`config.mk`:
```
export PLATFORM = sky130hd
export DESIGN_NAME = isq_bank_flat
export DESIGN_NICKNAME = d
export VERILOG_FILES = /design/src/rtl/isq_bank_if.sv /design/src/rtl/isq_bank.sv /design/src/flat_wrapper.sv
export SDC_FILE = /design/constraint.sdc
export NUM_CORES = 1
export LEC_CHECK = 0
export ABC_AREA = 1
export CAP_MARGIN = 20
export CELL_PAD_IN_SITES_DETAIL_PLACEMENT = 1
export CELL_PAD_IN_SITES_GLOBAL_PLACEMENT = 2
export CORE_UTILIZATION = 34
export CTS_CLUSTER_DIAMETER = 40
export CTS_CLUSTER_SIZE = 10
export DETAILED_ROUTE_END_ITERATION = 8
export PLACE_DENSITY_LB_ADDON = 0.3
export SYNTH_ARGS = -nofsm -noshare
export SYNTH_HDL_FRONTEND = slang
export SYNTH_SLANG_ARGS = --single-unit
```
`constraint.sdc`:
```
create_clock -name clk -period 5.5 [get_ports clk]
set_input_delay 0.55 -clock clk [delete_from_list [all_inputs] [get_ports clk]]
set_output_delay 0.55 -clock clk [all_outputs]
set_load 0.05 [all_outputs]
```
`src/rtl/isq_bank_if.sv`:
```
// Handshake bundle for isq_bank: allocate, wake, issue, flush and occupancy status.
// The queue connects through the slave modport; the environment drives it through master.
interface isq_bank_if #(
    parameter int INST_WIDTH = 14,
    parameter int DEPTH      = 8,
    parameter int IDX_WIDTH  = $clog2(DEPTH)
);
    logic                  fls;
    logic                  alloc_vld;
    logic [INST_WIDTH-1:0] alloc_inst;
    logic                  alloc_wat;
    logic                  alloc_rdy;
    logic [DEPTH-1:0]      wake;
    logic                  iss_rdy;
    logic                  iss_vld;
    logic [INST_WIDTH-1:0] iss_inst;
    logic [IDX_WIDTH-1:0]  iss_idx;
    logic [IDX_WIDTH:0]    cnt;
    logic                  full;
    logic                  empty;

    modport master (
        output fls, alloc_vld, alloc_inst, alloc_wat, wake, iss_rdy,
        input  alloc_rdy, iss_vld, iss_inst, iss_idx, cnt, full, empty
    );

    modport slave (
        input  fls, alloc_vld, alloc_inst, alloc_wat, wake, iss_rdy,
        output alloc_rdy, iss_vld, iss_inst, iss_idx, cnt, full, empty
    );
endinterface

```
`src/rtl/isq_bank.sv`:
```
// Issue-queue bank: lines are allocated into the lowest free slot, woken per line,
// and the lowest-index ready line is presented for issue with zero latency.
module isq_bank #(
    parameter int INST_WIDTH = 14,
    parameter int DEPTH      = 8,
    parameter int IDX_WIDTH  = $clog2(DEPTH)
) (
    input  logic       clk,
    input  logic       rst,
    isq_bank_if.slave  bus
);
    localparam logic [IDX_WIDTH:0] FULL_CNT = (IDX_WIDTH+1)'(DEPTH);

    logic [DEPTH-1:0]      val_q;
    logic [DEPTH-1:0]      wat_q;
    logic [INST_WIDTH-1:0] inst_q [DEPTH];
    logic [IDX_WIDTH:0]    cnt_q;

    logic                  full;
    logic                  iss_vld;
    logic [IDX_WIDTH-1:0]  iss_sel;
    logic                  alloc_found;
    logic [IDX_WIDTH-1:0]  alloc_sel;
    logic                  alloc_fire;
    logic                  iss_fire;

    // Both pickers look only at registered val, so an allocation can never land
    // on the line that is issuing in the same cycle.
    always_comb begin
        iss_vld     = 1'b0;
        iss_sel     = '0;
        alloc_found = 1'b0;
        alloc_sel   = '0;
        for (int unsigned i = 0; i < DEPTH; i++) begin
            if (!iss_vld && val_q[i] && !wat_q[i]) begin
                iss_vld = 1'b1;
                iss_sel = IDX_WIDTH'(i);
            end
            if (!alloc_found && !val_q[i]) begin
                alloc_found = 1'b1;
                alloc_sel   = IDX_WIDTH'(i);
            end
        end
    end

    assign full       = (cnt_q == FULL_CNT);
    assign alloc_fire = bus.alloc_vld && !full;
    assign iss_fire   = iss_vld && bus.iss_rdy;

    assign bus.alloc_rdy = !full;
    assign bus.iss_vld   = iss_vld;
    assign bus.iss_idx   = iss_sel;
    assign bus.iss_inst  = iss_vld ? inst_q[iss_sel] : '0;
    assign bus.cnt       = cnt_q;
    assign bus.full      = full;
    assign bus.empty     = (cnt_q == '0);

    always_ff @(posedge clk or posedge rst) begin
        if (rst) begin
            val_q <= '0;
            wat_q <= '0;
            cnt_q <= '0;
            for (int unsigned i = 0; i < DEPTH; i++) begin
                inst_q[i] <= '0;
            end
        end else if (bus.fls) begin
            val_q <= '0;
            cnt_q <= '0;
        end else begin
            for (int unsigned i = 0; i < DEPTH; i++) begin
                if (alloc_fire && (alloc_sel == IDX_WIDTH'(i))) begin
                    val_q[i]  <= 1'b1;
                    wat_q[i]  <= bus.alloc_wat;
                    inst_q[i] <= bus.alloc_inst;
                end else begin
                    if (iss_fire && (iss_sel == IDX_WIDTH'(i))) begin
                        val_q[i] <= 1'b0;
                    end
                    if (bus.wake[i] && val_q[i]) begin
                        wat_q[i] <= 1'b0;
                    end
                end
            end
            if (alloc_fire && !iss_fire) begin
                cnt_q <= cnt_q + 1'b1;
            end else if (iss_fire && !alloc_fire) begin
                cnt_q <= cnt_q - 1'b1;
            end
        end
    end
endmodule

```
`src/flat_wrapper.sv`:
```
// flat-port wrapper written by rule: the top's interface ports become plain ports
module isq_bank_flat 
#(
    parameter int INST_WIDTH = 14,
    parameter int DEPTH      = 8,
    parameter int IDX_WIDTH  = $clog2(DEPTH)
)
  (clk, rst, bus_fls, bus_alloc_vld, bus_alloc_inst, bus_alloc_wat, bus_wake, bus_iss_rdy, bus_alloc_rdy, bus_iss_vld, bus_iss_inst, bus_iss_idx, bus_cnt, bus_full, bus_empty);
  isq_bank_if #(.INST_WIDTH(INST_WIDTH), .DEPTH(DEPTH), .IDX_WIDTH(IDX_WIDTH)) bus_i ();
  input  logic clk;
  input  logic rst;
  input wire logic [$bits(bus_i.fls)-1:0] bus_fls;
  input wire logic [$bits(bus_i.alloc_vld)-1:0] bus_alloc_vld;
  input wire logic [$bits(bus_i.alloc_inst)-1:0] bus_alloc_inst;
  input wire logic [$bits(bus_i.alloc_wat)-1:0] bus_alloc_wat;
  input wire logic [$bits(bus_i.wake)-1:0] bus_wake;
  input wire logic [$bits(bus_i.iss_rdy)-1:0] bus_iss_rdy;
  output wire logic [$bits(bus_i.alloc_rdy)-1:0] bus_alloc_rdy;
  output wire logic [$bits(bus_i.iss_vld)-1:0] bus_iss_vld;
  output wire logic [$bits(bus_i.iss_inst)-1:0] bus_iss_inst;
  output wire logic [$bits(bus_i.iss_idx)-1:0] bus_iss_idx;
  output wire logic [$bits(bus_i.cnt)-1:0] bus_cnt;
  output wire logic [$bits(bus_i.full)-1:0] bus_full;
  output wire logic [$bits(bus_i.empty)-1:0] bus_empty;
  assign bus_i.fls = bus_fls;
  assign bus_i.alloc_vld = bus_alloc_vld;
  assign bus_i.alloc_inst = bus_alloc_inst;
  assign bus_i.alloc_wat = bus_alloc_wat;
  assign bus_i.wake = bus_wake;
  assign bus_i.iss_rdy = bus_iss_rdy;
  assign bus_alloc_rdy = bus_i.alloc_rdy;
  assign bus_iss_vld = bus_i.iss_vld;
  assign bus_iss_inst = bus_i.iss_inst;
  assign bus_iss_idx = bus_i.iss_idx;
  assign bus_cnt = bus_i.cnt;
  assign bus_full = bus_i.full;
  assign bus_empty = bus_i.empty;
  isq_bank #(.INST_WIDTH(INST_WIDTH), .DEPTH(DEPTH), .IDX_WIDTH(IDX_WIDTH)) u_core (.clk(clk), .rst(rst), .bus(bus_i));
endmodule
```
==> out/summary.txt, run 1 <==
outcome = completed
Syn Nets = 1022
Worst Reg2Reg Path Length in Cells = 15
worst hold path type = flop to flop
Num CTS Buffers = 17
initial antenna violation count = 0
Clock Latency Late Sink = 430 ps
final setup vio count = 0
top-area cell type share of the netlist area = 0.463
initial DRC count = 321
Mapped Area = 7130 um^2
post-synthesis sequential area ratio = 0.463
CP required = 4950 ps
synth top area cells = dfrtp_1 (46%), nand2_1 (16%), inv_1 (8.2%)
complex-gate fraction of the synthesized area = 0.103
fin. max-slew vios = 0
relative slew slack = 0.289
RSZ-0062 raised after global routing = no
CP Class = flop to output pin
top sig layer = met4
Die Y = 147 um
Worst EP arrival = 4000 ps
adder-cell area share of the yosys netlist = 0.00632
final core area utilization = 0.415
FF-to-FF Start = u_core.val_q[1]
P_leak = 4.03 nW
gpl congestion = 0.811
top_reg_cell synth = dfrtp_1
cts-stage hold buffer count = 0
Max clock buf depth = 2
Total GRT Usage = 0.215
Top-Level Pins = 53
cell taking the most area after synthesis = dfrtp_1
clk_skew = 9.59 ps
Detail Route Antenna Nets = 0
Mapped Cells = 991
xor/xnor share of the synthesized area = 0.00368
Met2 Routed Length = 10900 um
pwr/cell area = 433 nW/um^2
number of synthesized register bits = 132
yosys warns = 0
routed wire length = 21600 um
layout cell share with drive strength beyond 1 = 0.0593
crit-path max FO = 44
CP cell instances = inv_2 > or2_1 > nand3_2 > nand2_2 > inv_4 > o21ai_4 > buf_4 > nand3_1 > nand2_1 > nor2_1 > nor2_1 > nor2_1 > clkdlybuf4s50_1
Max-cap violations = 0
average cell area after synthesis = 7.20 um^2
synth cell count leaders = nand2_1 (313), inv_1 (156), dfrtp_1 (132)
Post-synth EDFFs = 0
slowest CP cell = clkdlybuf4s50_1
antenna diode count = 0
mux contribution to synthesized area = 0
first-pass GRT wire length = 35900 um
drc violations = 0
post-route cell area = 8470 um^2
met1 wire length = 9930 um
# rows = 52
largest net degree at the start of global routing = 97
Hold Fails Final Rpt = 0
CTS tree = built
CTS sink cnt = 132
Max Fclk = 0.220 GHz
initial core utilization = 0.349
via count = 6293
DP HPWL = 14200 um
CP startpoint = u_core.val_q[4]
Resized cells post-CTS = 0
simple-gate share of the synthesized area = 0.298
Congestion Overflow GR = 0
CTS H-tree lvls = 4
type of destination of the critical path = output pin
Final #Nets = 1047
Hold Path Depth = 2
CP most frequent cell = nor2_1
Core Box Area = 20400 um^2
Worst path max stage delay = 850 ps
# port buffers = 52
Tightest Pin Transition = 1060 ps
Post-synth ARST share = 1.00
first-pass detailed-route iteration total = 5
Max IR drop VDD = 243 uV
Die W = 147 um
Via density = 4.84
fin crit period = 4550 ps
Setup TNS Final = 0 ps
vias in the first global route = 6710
Tcrit/Tclk final = 0.828
Area after DPL = 7730 um^2
synth-to-layout area growth = 18.8%
most frequent cell after synthesis = nand2_1
Netlist cell types = 37
largest family of logic cells by synthesized area = simple AND/OR/NAND/NOR gates
setup bufs post-CTS = 0
met3 wire len = 541 um
Worst Hold Launch = u_core.inst_q[54]
CTS Root Cell = clkbuf_16
die area = 21600 um^2
startpoint types = flop
drt wl/cell = 16.6 um
Reg clk slew, reported paths = 60 ps
==> where the power goes <==
group / total, mW / internal (mW) / switching, mW / leakage [nW]
logic: 1.19 / 0.397 / 0.790 / 2.02
registers: 1.24 / 1.14 / 0.102 / 1.71
clock network: 1.24 / 0.793 / 0.443 / 0.303
total: 3.67 / 2.33 / 1.34 / 4.03
==> layout by cell type (no fill, tap or decap), drive strengths merged <==
| cell type | count |
|---|---|
| nand2 | 318 |
| inv | 160 |
| dfrtp | 132 |
| o21ai | 130 |
| nand3 | 77 |
| nor2 | 60 |
| clkdlybuf4s50 | 52 |
| nand4 | 31 |
| clkbuf | 23 |
| buf | 9 |
| nor3 | 6 |
| a21oi | 5 |
| bufinv | 4 |
| o22ai | 3 |
| clkinv | 3 |
| xor2 | 2 |
| o211ai | 2 |
| ha | 2 |
| clkinvlp | 2 |
| nor4 | 2 |
| or2 | 2 |
| nor3b | 1 |
| o31ai | 1 |
| xnor2 | 1 |
| fa | 1 |
==> metal layers <==
metal  up-vias  global-route usage
met2        70               0.379
li1       3140                   -
met4         0              0.0583
met3        17              0.0376
met5         -                   0
met1      3066               0.271
==> flip-flops by register name, summed over array words and instances, names as in the netlist <==
| name | flops |
|---|---|
| u_core.wat_q | 8 |
| u_core.bus.cnt | 4 |
| u_core.inst_q | 112 |
| u_core.val_q | 8 |
==> cell type report <==
cell class	count	area, um^2
clock buffer	23	478
clock inverter	9	150
fill	2551	12000
inverter	160	608
multi-input combinational	644	2930
sequential	132	3300
tap	270	338
timing repair buffer	61	663
==> worst max-delay path: cells and delay by family, from the launching register on <==
kind	cells	cell delay [ps]
simple gates	8	1130
flops	1	420
buf+inv	4	1730
compound gates	1	270
==> cell families after synthesis <==
family,after synthesis
xor+xnor,3
simple gates,497
compound gates,141
buf+inv,215
flops,132
fa+ha+maj,3
==> path summary, 6_finish.rpt <==
path	to	slack (ps)
worst max-delay path	bus_iss_inst[13]	950
worst min-delay path	u_core.inst_q[54]	480
worst max register to register	u_core.bus.cnt[3]	2510
worst min register to register	u_core.inst_q[54]	480
max in group asynchronous	u_core.inst_q[47]	3690
min in group asynchronous	u_core.wat_q[2]	690
==> through the flow <==
stage                     cells  worst slack, ps  total power [mW]  hold slack [ps]
after floorplan             991             1420              2.09              442
after global placement     1262             1400              2.43              466
after detailed placement   1262             1360              2.45              473
after CTS                  1294              872              3.70              487
after global routing       1299              643              3.88              503
final                      1299              948              3.67              483
(Power assumes the default switching activity.)
==> inputs of run 2 (changes only) <==
- CORE_UTILIZATION: 34 -> 31
- clock period: 5.5 -> 4.1 ns (I/O delays scaled with it)
==> out/summary.txt, run 2 (synthesis results as in run 1) <==
Resized cells post-CTS = 0 (unchanged)
antenna diode count = 0 (unchanged)
type of destination of the critical path = output pin
CP Class = flop to output pin
Tightest Pin Transition = 1010 ps (-54.0 ps)
fin. max-slew vios = 0 (unchanged)
final setup vio count = 0 (unchanged)
total power = 4.98 mW (+36%)
CP required = 3690 ps (-1260 ps)
# port buffers = 52 (unchanged)
final core area utilization = 0.381 (-0.0336)
worst hold path type = flop to flop
Max Fclk = 0.269 GHz
Tcrit/Tclk final = 0.906
routed wire length = 21700 um (+0.32%)
max FFs per register = 112 (unchanged)
crit-path max FO = 18 (-59%)
Largest delay share family, worst path = simple AND/OR/NAND/NOR gates
startpoint types = flop
pwr/cell area = 579 nW/um^2 (+34%)
initial DRC count = 305 (-5.0%)
Max IR drop VDD = 362 uV (+49%)
Via density = 4.75 (-2.1%)
Hold Fails Final Rpt = 0 (unchanged)
drt wl/cell = 16.4 um (-1.4%)
Die W = 154 um (+4.7%)
CTS H-tree lvls = 4 (unchanged)
initial core utilization = 0.316 (-0.0331)
# rows = 55 (+5.8%)
non-filler cells, final = 1322 (+1.8%)
Die Y = 154 um (+4.7%)
outcome = completed
first-pass detailed-route iteration total = 4 (-1)
CP cell instances = nand2_1 > nand2_1 > nor2_4 > nand3_2 > nand2_2 > inv_4 > o21ai_4 > inv_2 > nand3_1 > nand2_1 > nor2_1 > nor2_1 > nor2_1 > buf_12
DP HPWL = 14600 um (+2.6%)
synth-to-layout area growth = 20.7%
relative slew slack = 0.326 (+0.0370)
Worst Path Buf+Inv = 3 (-1)
Num CTS Buffers = 17 (unchanged)
slowest CP cell = dfrtp_1
placed cell count = 1290 (+2.2%)
vias in the first global route = 6675 (-0.52%)
Max-cap violations = 0 (unchanged)
Setup WS pre-CTS = 804 ps (-559 ps)
CTS Root Cell = clkbuf_16
Biggest register = u_core.inst_q
cts-stage hold buffer count = 0 (unchanged)
fin crit period = 3710 ps
Reg clk slew, reported paths = 60 ps (about the same)
largest net degree at the start of global routing = 77 (-21%)
Total GRT Usage = 0.199 (-0.0169)
Top-Level Pins = 53 (unchanged)
CTS tree = built
multi-input logic area = 2930 um^2 (unchanged)
Setup TNS Final = 0 ps (unchanged)
Detail Route Antenna Nets = 0 (unchanged)
drc violations = 0 (unchanged)
Worst path max stage delay = 440 ps (-410 ps)
Max clock buf depth = 2 (unchanged)
post-route cell area = 8600 um^2 (+1.5%)
initial antenna violation count = 0 (unchanged)
Area after DPL = 8010 um^2 (+3.6%)
Register Area = 3300 um^2 (unchanged)
biggest regs = u_core.inst_q x112, u_core.val_q x8, u_core.wat_q x8
most frequent cells in the layout = nand2_1 (313), inv_1 (155), dfrtp_1 (132), o21ai_0 (111), nand3_1 (73)
CTS sink cnt = 132 (unchanged)
P_leak = 4.10 nW (+1.7%)
setup bufs post-CTS = 0 (unchanged)
Final #Nets = 1055 (+0.76%)
# fillers = 2798 (+9.7%)
Worst EP arrival = 3300 ps (-700 ps)
most common cell after layout, fill and taps aside = nand2_1
Congestion Overflow GR = 0 (unchanged)
die area = 23600 um^2 (+9.5%)
Final Worst Setup Slack = 386 ps (-562 ps)
gpl congestion = 0.812 (+0.20%)
Core Box Area = 22600 um^2 (+10%)
via count = 6273 (-0.32%)
clk_skew = 8.35 ps (-1.24 ps)
worst hold margin = 473 ps (-9.76 ps)
RSZ-0062 raised after global routing = no
layout cell share with drive strength beyond 1 = 0.0800 (+0.0208)
first-pass GRT wire length = 36300 um (+1.2%)
Clock Latency Late Sink = 420 ps (about the same)
==> run 2: worst paths after layout <==
path / slack, ps / startpoint / depth (start not counted) / end
worst min-delay path: 470 / u_core.wat_q[0] / 2 / u_core.wat_q[0]
min in group asynchronous: 510 / rst / 2 / u_core.wat_q[3]
max in group asynchronous: 2790 / rst / 3 / u_core.inst_q[32]
worst max-delay path: 390 / u_core.val_q[0] / 14 / bus_iss_inst[2]
worst max register to register: 1260 / u_core.val_q[0] / 16 / u_core.bus.cnt[3]
worst min register to register: 470 / u_core.wat_q[0] / 2 / u_core.wat_q[0]
==> run 2: power by group <==
group          internal (mW)  total [mW]  leakage (nW)  switching (mW)
clock network          0.983        1.57         0.290           0.587
registers               1.53        1.67          1.71           0.137
logic                  0.641        1.74          2.10            1.10
==> run 2: layout make-up <==
| type | count | share of cell area |
|---|---|---|
| Multi-Input combinational cell | 644 | 0.341 |
| Timing Repair Buffer | 69 | 0.0939 |
| Tap cell | 285 | 0.0414 |
| Inverter | 160 | 0.0707 |
| Sequential cell | 132 | 0.384 |
| Clock inverter | 10 | 0.0151 |
| Clock buffer | 22 | 0.0540 |
==> run 2: metal layers <==
| layer | wire length [um] | up-vias | GRT usage |
|---|---|---|---|
| met3 | 409 | 20 | 0.0273 |
| met1 | 10400 | 3028 | 0.260 |
| met2 | 10400 | 73 | 0.336 |
| li1 | - | 3152 | - |
| met5 | 0 | - | 0 |
| met4 | 382 | 0 | 0.0681 |
==> run 2: worst register-to-register path, delay by kind of cell, from the launching register on <==
family	cells	cell delay (ps)
AOI/OAI and AO/OA	2	240
buffers and inverters	1	210
adders and majority gates	1	370
and+or+nand+nor	10	1200
xor gates and xnor gates	2	280
DFF	1	440
